### config.mk
export PLATFORM = sky130hd
export DESIGN_NAME = irq_ctrl_flat
export DESIGN_NICKNAME = d
export VERILOG_FILES = /design/src/rtl/irq_ctrl_if.sv /design/src/rtl/irq_ctrl.sv /design/src/flat_wrapper.sv
export SDC_FILE = /design/constraint.sdc
export NUM_CORES = 1
export LEC_CHECK = 0
export ABC_AREA = 1
export BUFFER_PORTS_ARGS = -buffer_cell sky130_fd_sc_hd__buf_2
export CAP_MARGIN = 20
export CORE_ASPECT_RATIO = 1.1
export CORE_UTILIZATION = 30
export DETAILED_ROUTE_END_ITERATION = 8
export GPL_TIMING_DRIVEN = 0
export PLACE_DENSITY_LB_ADDON = 0.2
export SLEW_MARGIN = 20
export SYNTH_ARGS = -nofsm -noshare
export SYNTH_HDL_FRONTEND = slang
export SYNTH_SLANG_ARGS = --single-unit
### constraint.sdc
create_clock -name clk -period 2 [get_ports clk]
set_input_delay 0.2 -clock clk [delete_from_list [all_inputs] [get_ports clk]]
set_output_delay 0.2 -clock clk [all_outputs]
set_load 0.1 [all_outputs]
### src/rtl/irq_ctrl_if.sv
// -----------------------------------------------------------------------------
// irq_ctrl_if
// AHB-lite slave register port bundle for the interrupt aggregator.
//
// Signals:
//   haddr_ahb       AHB address (only [4:2] decoded by the slave)
//   hwdata_ahb      AHB write data, data phase
//   hrdata_ahb      AHB read data, registered by the slave
//   hwrite_ahb      1 = write transfer
//   htrans_ahb      transfer type (bit 1 set = NONSEQ/SEQ)
//   hsel_ahb        slave select
//   hready_out_ahb  slave ready (constant 1, zero wait states)
//   hresp_ahb       slave response (constant 0, OKAY)
//
// Modports: master drives the request side, slave drives the response side.
// -----------------------------------------------------------------------------
interface irq_ctrl_if #(
   parameter int ADDR_WIDTH = 16
);
   logic [ADDR_WIDTH-1:0] haddr_ahb;
   logic [31:0]           hwdata_ahb;
   logic [31:0]           hrdata_ahb;
   logic                  hwrite_ahb;
   logic [1:0]            htrans_ahb;
   logic                  hsel_ahb;
   logic                  hready_out_ahb;
   logic                  hresp_ahb;

   modport master (
      output haddr_ahb, hwdata_ahb, hwrite_ahb, htrans_ahb, hsel_ahb,
      input  hrdata_ahb, hready_out_ahb, hresp_ahb
   );

   modport slave (
      input  haddr_ahb, hwdata_ahb, hwrite_ahb, htrans_ahb, hsel_ahb,
      output hrdata_ahb, hready_out_ahb, hresp_ahb
   );
endinterface

### src/rtl/irq_ctrl.sv
// -----------------------------------------------------------------------------
// irq_ctrl
// Interrupt aggregator feeding the CPU core's 8-bit interrupt input. Each of
// up to 8 source lines is synchronised, optionally edge-detected into a
// software-clearable pending latch, masked by ENABLE and registered onto
// irq_out together with an OR (irq_valid) and a lowest-index encode (irq_id).
//
// Ports:
//   clk        system clock
//   rst_n      asynchronous active-low reset
//   irq_src    raw interrupt sources [NUM_IRQ-1:0]
//   bus        AHB-lite slave register port (irq_ctrl_if.slave)
//   irq_out    registered pending & enable, bits >= NUM_IRQ are 0
//   irq_valid  registered OR of irq_out
//   irq_id     registered index of lowest set bit of irq_out, 0 when none
//
// Register map (offset = haddr[4:2]*4):
//   0x00 STATUS  RO raw pending, write-1-clears edge-mode bits
//   0x04 ENABLE  RW
//   0x08 EDGE_SEL RW (1 = edge mode)
//   0x0C ACTIVE  RO {irq_valid[31], irq_id[2:0]}
//   0x10 MASKED  RO irq_out
//
// Build option: define IRQ_CTRL_SYNC_EN to insert a 2-flop synchroniser on
// irq_src (edge latency 3). Without it a single sampling flop forms s2 for
// sources already in the clk domain (edge latency 2).
// -----------------------------------------------------------------------------
module irq_ctrl #(
   parameter int NUM_IRQ    = 8,
   parameter int ADDR_WIDTH = 16
) (
   input  logic               clk,
   input  logic               rst_n,
   input  logic [NUM_IRQ-1:0] irq_src,
   irq_ctrl_if.slave          bus,
   output logic [7:0]         irq_out,
   output logic               irq_valid,
   output logic [2:0]         irq_id
);

   // Bits of every 8-bit register that correspond to implemented lines.
   localparam logic [7:0] LINE_MASK =
      (NUM_IRQ >= 8) ? 8'hFF : 8'((9'd1 << NUM_IRQ) - 9'd1);

   localparam logic [2:0] A_STATUS   = 3'd0;
   localparam logic [2:0] A_ENABLE   = 3'd1;
   localparam logic [2:0] A_EDGE_SEL = 3'd2;
   localparam logic [2:0] A_ACTIVE   = 3'd3;
   localparam logic [2:0] A_MASKED   = 3'd4;

   logic [7:0] src_ext;
   logic [7:0] s2_reg;
   logic [7:0] s2_d_reg;
   logic [7:0] rise;
   logic [7:0] enable_reg,   enable_next;
   logic [7:0] edge_sel_reg, edge_sel_next;
   logic [7:0] edge_pend_reg, edge_pend_next;
   logic [7:0] pending;
   logic [7:0] status_post;
   logic [7:0] masked;
   logic [2:0] id_next;

   logic [ADDR_WIDTH-1:0] haddr;
   logic       addr_accept;
   logic       dp_valid_reg;
   logic       dp_write_reg;
   logic [2:0] dp_addr_reg;
   logic       wr_en;
   logic [7:0] wdata;
   logic [7:0] w1c;
   logic [31:0] rd_data;
   logic [31:0] hrdata_reg;
   logic       unused_bits;

   // ---------------------------------------------------------------- sources
   generate
      for (genvar gi = 0; gi < 8; gi++) begin : g_src
         if (gi < NUM_IRQ) begin : g_used
            assign src_ext[gi] = irq_src[gi];
         end else begin : g_tie
            assign src_ext[gi] = 1'b0;
         end
      end
   endgenerate

`ifdef IRQ_CTRL_SYNC_EN
   logic [7:0] s1_reg;

   always_ff @(posedge clk or negedge rst_n) begin
      if (!rst_n) begin
         s1_reg <= '0;
         s2_reg <= '0;
      end else begin
         s1_reg <= src_ext;
         s2_reg <= s1_reg;
      end
   end
`else
   always_ff @(posedge clk or negedge rst_n) begin
      if (!rst_n) begin
         s2_reg <= '0;
      end else begin
         s2_reg <= src_ext;
      end
   end
`endif

   always_ff @(posedge clk or negedge rst_n) begin
      if (!rst_n) begin
         s2_d_reg <= '0;
      end else begin
         s2_d_reg <= s2_reg;
      end
   end

   assign rise = s2_reg & ~s2_d_reg;

   // ---------------------------------------------------------------- AHB
   assign haddr              = bus.haddr_ahb;
   assign bus.hready_out_ahb = 1'b1;
   assign bus.hresp_ahb      = 1'b0;
   assign bus.hrdata_ahb     = hrdata_reg;

   assign addr_accept = bus.hsel_ahb & bus.htrans_ahb[1] & bus.hready_out_ahb;

   always_ff @(posedge clk or negedge rst_n) begin
      if (!rst_n) begin
         dp_valid_reg <= 1'b0;
         dp_write_reg <= 1'b0;
         dp_addr_reg  <= '0;
      end else begin
         dp_valid_reg <= addr_accept;
         dp_write_reg <= bus.hwrite_ahb;
         dp_addr_reg  <= haddr[4:2];
      end
   end

   assign wr_en = dp_valid_reg & dp_write_reg;
   assign wdata = bus.hwdata_ahb[7:0] & LINE_MASK;

   assign enable_next   = (wr_en && dp_addr_reg == A_ENABLE)   ? wdata : enable_reg;
   assign edge_sel_next = (wr_en && dp_addr_reg == A_EDGE_SEL) ? wdata : edge_sel_reg;
   assign w1c           = (wr_en && dp_addr_reg == A_STATUS)   ? wdata : 8'h00;

   // ---------------------------------------------------------------- per line
   // The stored edge bit is only meaningful in edge mode and is forced to 0
   // otherwise, so flipping the mode always starts from a clean latch.
   // A new edge is ORed in after the W1C term, so a same-cycle set wins.
   generate
      for (genvar gi = 0; gi < 8; gi++) begin : g_line
         assign edge_pend_next[gi] =
            (edge_sel_next[gi] != edge_sel_reg[gi]) ? 1'b0 :
            (edge_sel_reg[gi] & (rise[gi] | (edge_pend_reg[gi] & ~w1c[gi])));
         assign pending[gi] = edge_sel_reg[gi] ? edge_pend_reg[gi] : s2_reg[gi];
         // Read-back view of STATUS after any write committing this cycle.
         assign status_post[gi] = edge_sel_next[gi] ? edge_pend_next[gi] : s2_reg[gi];
      end
   endgenerate

   always_ff @(posedge clk or negedge rst_n) begin
      if (!rst_n) begin
         enable_reg    <= '0;
         edge_sel_reg  <= '0;
         edge_pend_reg <= '0;
      end else begin
         enable_reg    <= enable_next;
         edge_sel_reg  <= edge_sel_next;
         edge_pend_reg <= edge_pend_next & LINE_MASK;
      end
   end

   // ---------------------------------------------------------------- outputs
   assign masked = pending & enable_reg & LINE_MASK;

   // Walk from the top so the lowest-numbered set bit is the last to assign.
   always_comb begin
      id_next = 3'd0;
      for (int i = 7; i >= 0; i--) begin
         if (masked[i]) id_next = 3'(i);
      end
   end

   always_ff @(posedge clk or negedge rst_n) begin
      if (!rst_n) begin
         irq_out   <= '0;
         irq_valid <= 1'b0;
         irq_id    <= '0;
      end else begin
         irq_out   <= masked;
         irq_valid <= |masked;
         irq_id    <= id_next;
      end
   end

   // ---------------------------------------------------------------- read
   // Read data is captured at the end of the address phase from the
   // post-write state, so a write immediately followed by a read of the
   // same register returns the newly written value.
   always_comb begin
      rd_data = '0;
      case (haddr[4:2])
         A_STATUS:   rd_data = {24'h0, status_post & LINE_MASK};
         A_ENABLE:   rd_data = {24'h0, enable_next};
         A_EDGE_SEL: rd_data = {24'h0, edge_sel_next};
         A_ACTIVE:   rd_data = {irq_valid, 28'h0, irq_id};
         A_MASKED:   rd_data = {24'h0, irq_out};
         default:    rd_data = '0;
      endcase
   end

   always_ff @(posedge clk or negedge rst_n) begin
      if (!rst_n) begin
         hrdata_reg <= '0;
      end else if (addr_accept && !bus.hwrite_ahb) begin
         hrdata_reg <= rd_data;
      end else begin
         hrdata_reg <= '0;
      end
   end

   assign unused_bits = ^{bus.hwdata_ahb[31:8], bus.htrans_ahb[0],
                          haddr[ADDR_WIDTH-1:5], haddr[1:0]};

endmodule

### src/flat_wrapper.sv
// flat-port wrapper written by rule: the top's interface ports become plain ports
module irq_ctrl_flat 
#(
   parameter int NUM_IRQ    = 8,
   parameter int ADDR_WIDTH = 16
)
  (clk, rst_n, irq_src, irq_out, irq_valid, irq_id, bus_haddr_ahb, bus_hwdata_ahb, bus_hwrite_ahb, bus_htrans_ahb, bus_hsel_ahb, bus_hrdata_ahb, bus_hready_out_ahb, bus_hresp_ahb);
  irq_ctrl_if #(.ADDR_WIDTH(ADDR_WIDTH)) bus_i ();
  input  logic clk;
  input  logic rst_n;
  input  logic [NUM_IRQ-1:0] irq_src;
  output logic [7:0] irq_out;
  output logic irq_valid;
  output logic [2:0] irq_id;
  input wire logic [$bits(bus_i.haddr_ahb)-1:0] bus_haddr_ahb;
  input wire logic [$bits(bus_i.hwdata_ahb)-1:0] bus_hwdata_ahb;
  input wire logic [$bits(bus_i.hwrite_ahb)-1:0] bus_hwrite_ahb;
  input wire logic [$bits(bus_i.htrans_ahb)-1:0] bus_htrans_ahb;
  input wire logic [$bits(bus_i.hsel_ahb)-1:0] bus_hsel_ahb;
  output wire logic [$bits(bus_i.hrdata_ahb)-1:0] bus_hrdata_ahb;
  output wire logic [$bits(bus_i.hready_out_ahb)-1:0] bus_hready_out_ahb;
  output wire logic [$bits(bus_i.hresp_ahb)-1:0] bus_hresp_ahb;
  assign bus_i.haddr_ahb = bus_haddr_ahb;
  assign bus_i.hwdata_ahb = bus_hwdata_ahb;
  assign bus_i.hwrite_ahb = bus_hwrite_ahb;
  assign bus_i.htrans_ahb = bus_htrans_ahb;
  assign bus_i.hsel_ahb = bus_hsel_ahb;
  assign bus_hrdata_ahb = bus_i.hrdata_ahb;
  assign bus_hready_out_ahb = bus_i.hready_out_ahb;
  assign bus_hresp_ahb = bus_i.hresp_ahb;
  irq_ctrl #(.NUM_IRQ(NUM_IRQ), .ADDR_WIDTH(ADDR_WIDTH)) u_core (.clk(clk), .rst_n(rst_n), .irq_src(irq_src), .bus(bus_i), .irq_out(irq_out), .irq_valid(irq_valid), .irq_id(irq_id));
endmodule
==> summary.txt <==
Global route
  • First-pass GRT wire length: 13,400 µm
  • Gr ovfl total: 0
  • Total GRT Usage: 15.9%
  • Largest net degree at the start of global routing: 45
  • Vias in the first global route: 2,662
  • Initial antenna violation count: 0

Cells and area
  • Post-route cell area: 4140 µm²
  • Share of cells above drive strength 1: 23.4%
  • Fin util: 39.5%
  • Register area: 1650 µm²
  • Layout Nets: 546
  • Max reg flops: 9
  • Area of the multi-input gates: 1230 µm²
  • Diodes inserted: 0
  • Syn-to-layout area delta: 27.2%
  • Filler cells: 1,056

Logic synthesis
  • Yosys top cell by area: dfrtp_1
  • Synth unique cells: 26
  • Netlist Area Pre-Place: 3260 µm²
  • Post-Syn Instances: 395
  • Sequential area share after synthesis: 50.7%
  • Syn Area/Cell: 8.25 µm²
  • Synth top area share: 50.7%
  • Yosys reg bits: 66
  • Top cells by area, synth: dfrtp_1, nand2_1, inv_1, buf_4, nand3_1
  • Yosys warns: 0

CTS
  • Clk_lat worst skew: 330 ps
  • Clk buf depth: 2
  • Post_cts resized: 0
  • Num CTS Buffers: 9
  • CTS H-tree lvls: 3
  • CTS tree: built
  • Clk sinks: 66
  • Root Buffer Master: clkbuf_16
  • CTS clock-pin slew for the worst setup and hold paths: 50 ps

STA
  • Final setup violation count: 0
  • Final Skew: 6.84 ps
  • Final hold vios: 0
  • Slew Limit Headroom: 40.5%
  • Worst-Margin Slew: 889 ps
  • Fin. max-slew vios: 0
  • Final WS setup: 466 ps
  • Post-route minimum period: 1530 ps
  • Final worst path period share: 76.7%
  • RSZ-0062 raised after global routing: false
  • Setup TNS Final: 0 ps
  • FMAX: 652 MHz

Power
  • Pleak: 2.36 nW
  • Switching Fraction: 41.3%
  • Power share of the clock group: 30.5%
  • Comb pwr share: 33.8%
  • PwrDens: 1140 nW/µm²
  • Cell-internal power: 2.78 mW
  • Switch Pwr: 1.96 mW
  • Sequential share of power: 35.7%
  • Maximum VDD drop: 527 µV

Setup path
  • CP Capture Type: flip-flop
  • Worst Path Required: 2200 ps
  • FF-to-FF Start: u_core.dp_addr_reg[2]
  • CP max FO: 10
  • Startpoint types: flip-flop
  • Arrival @ worst endpoint: 1740 ps
  • Crit. Startpoint: u_core.dp_addr_reg[2]
  • Critical path class: reg -> reg

Outcome
  • Outcome: finished clean

Drt
  • DRC violations left: 0
  • Drt pass-1 iters: 4
  • ANT nets after route: 0
  • Vias: 2,620
  • Post-Route WL: 7990 µm
  • WL/cell: 12.7 µm
  • Drt initial violations: 77
  • Post-DR vias/cell: 4.15

Floorplan
  • Num rows: 39
  • Die Ht: 111 µm
  • IO Pins: 108
  • Starting Density: 31.0%
  • Die Footprint: 11,300 µm²
  • Die W: 101 µm
  • Core area: 10,500 µm²

Worst hold path
  • Hold Path Class: in -> reg
  • Start point of the worst hold path: bus_haddr_ahb[2]

Placed design
  • Post-place instance area: 3770 µm²
  • PortBufs: 44
  • HPWL after DPL: 5520 µm
  • Final Wtd Congestion: 0.759
  • Pre-CTS setup slack: 332 ps

Job
  • Max Cap Viol: 0
cell type report:
type / count / share of cell area (%)
sequential: 66 / 39.9
multi-input combinational: 259 / 29.7
timing repair buffer: 55 / 8.45
clock buffer: 12 / 6.19
inverter: 65 / 5.89
buffer: 28 / 5.25
tap: 143 / 4.32
clock inverter: 3 / 0.362
Yosys cell counts:
master / count
nand2_1: 109
dfrtp_1: 66
inv_1: 62
nand3_1: 37
buf_4: 26
nor2_1: 25
a21oi_1: 18
or2_2: 9
and2_1: 7
nor3_1: 6
nand3_2: 4
o21ai_0: 4
nand2_4: 3
nor2_8: 3
a21oi_2: 2
buf_6: 2
conb_1: 2
inv_2: 2
clkinv_1: 1
nand4_1: 1
nor2_2: 1
nor2_4: 1
nor3_2: 1
nor3b_1: 1
o21ai_2: 1
or3_1: 1
layer usage:
| layer | routed length (µm) | GRT usage (%) | vias up |
|---|---|---|---|
| li1 | - | - | 1340 |
| met1 | 3720 | 20.6 | 1192 |
| met2 | 3750 | 25.3 | 75 |
| met3 | 390 | 4.22 | 13 |
| met4 | 135 | 5.99 | 0 |
| met5 | 0 | 0 | - |
what timing repair did:
| item | in CTS | in global routing |
|---|---|---|
| hold buffers | 10 | 0 |
| hold endpoints to repair | 31 | 0 |
| setup endpoints to repair | 0 | 0 |
| setup buffers | 0 | 0 |
cells in the final DEF (no fill, tap or decap), drive strengths merged, types with 4 or more instances in the layout:
cell type	netlist	routed
clkinv	1	4
or2	9	9
and2	7	7
o21ai	5	5
inv	64	64
nor3	7	7
buf	28	73
nor2	30	30
dlygate4sd3	0	10
nand3	41	41
conb	2	25
nand2	112	112
dfrtp	66	66
a21oi	20	20
clkbuf	0	12
final timing paths:
| path | slack [ps] | depth (start not counted) | end |
|---|---|---|---|
| worst max register to register | 470 | 8 | u_core.bus.hrdata_ahb[2] |
| min in group asynchronous | 320 | 2 | u_core.bus.hrdata_ahb[7] |
| worst min register to register | 370 | 0 | u_core.s2_d_reg[6] |
| worst max-delay path | 470 | 8 | u_core.bus.hrdata_ahb[2] |
| max in group asynchronous | 1150 | 3 | u_core.s2_d_reg[1] |
| worst min-delay path | 30 | 1 | u_core.dp_addr_reg[0] |
per-stage QoR:
step	hold slack, ps	total power, mW	std cells
final	34.6	4.74	631
after global routing	25.1	5.00	631
after CTS	28.9	4.78	631
after detailed placement	130	3.30	606
after global placement	307	3.27	605
after floorplan	-95.6	2.98	418
power by group through the flow:
stage                     clock (mW)  sequential [mW]  combinational, mW
after global placement             0             1.71               1.56
after global routing            1.54             1.72               1.74
final                           1.45             1.69               1.60
after CTS                       1.49             1.69               1.61
after detailed placement           0             1.71               1.59
after floorplan                    0             2.27              0.714
worst max-delay path, stage by stage, from the launching register on:
cell     delay (ps)
dfrtp_1         460
nor2_8          280
nand2_4         180
nand2_1         120
nand2_1          90
nand2_1          70
nand2_1          40
nor2_1          100
a21oi_1          80
cell families after synthesis:
| family | Yosys count | share of synthesized area [%] |
|---|---|---|
| AO/OA/AOI/OAI | 25 | 4.19 |
| flip-flops | 66 | 50.7 |
| buffers and inverters | 93 | 14.2 |
| AND/OR/NAND/NOR | 209 | 30.7 |
| other | 2 | 0.231 |
Power figures use the tool's default switching activity.
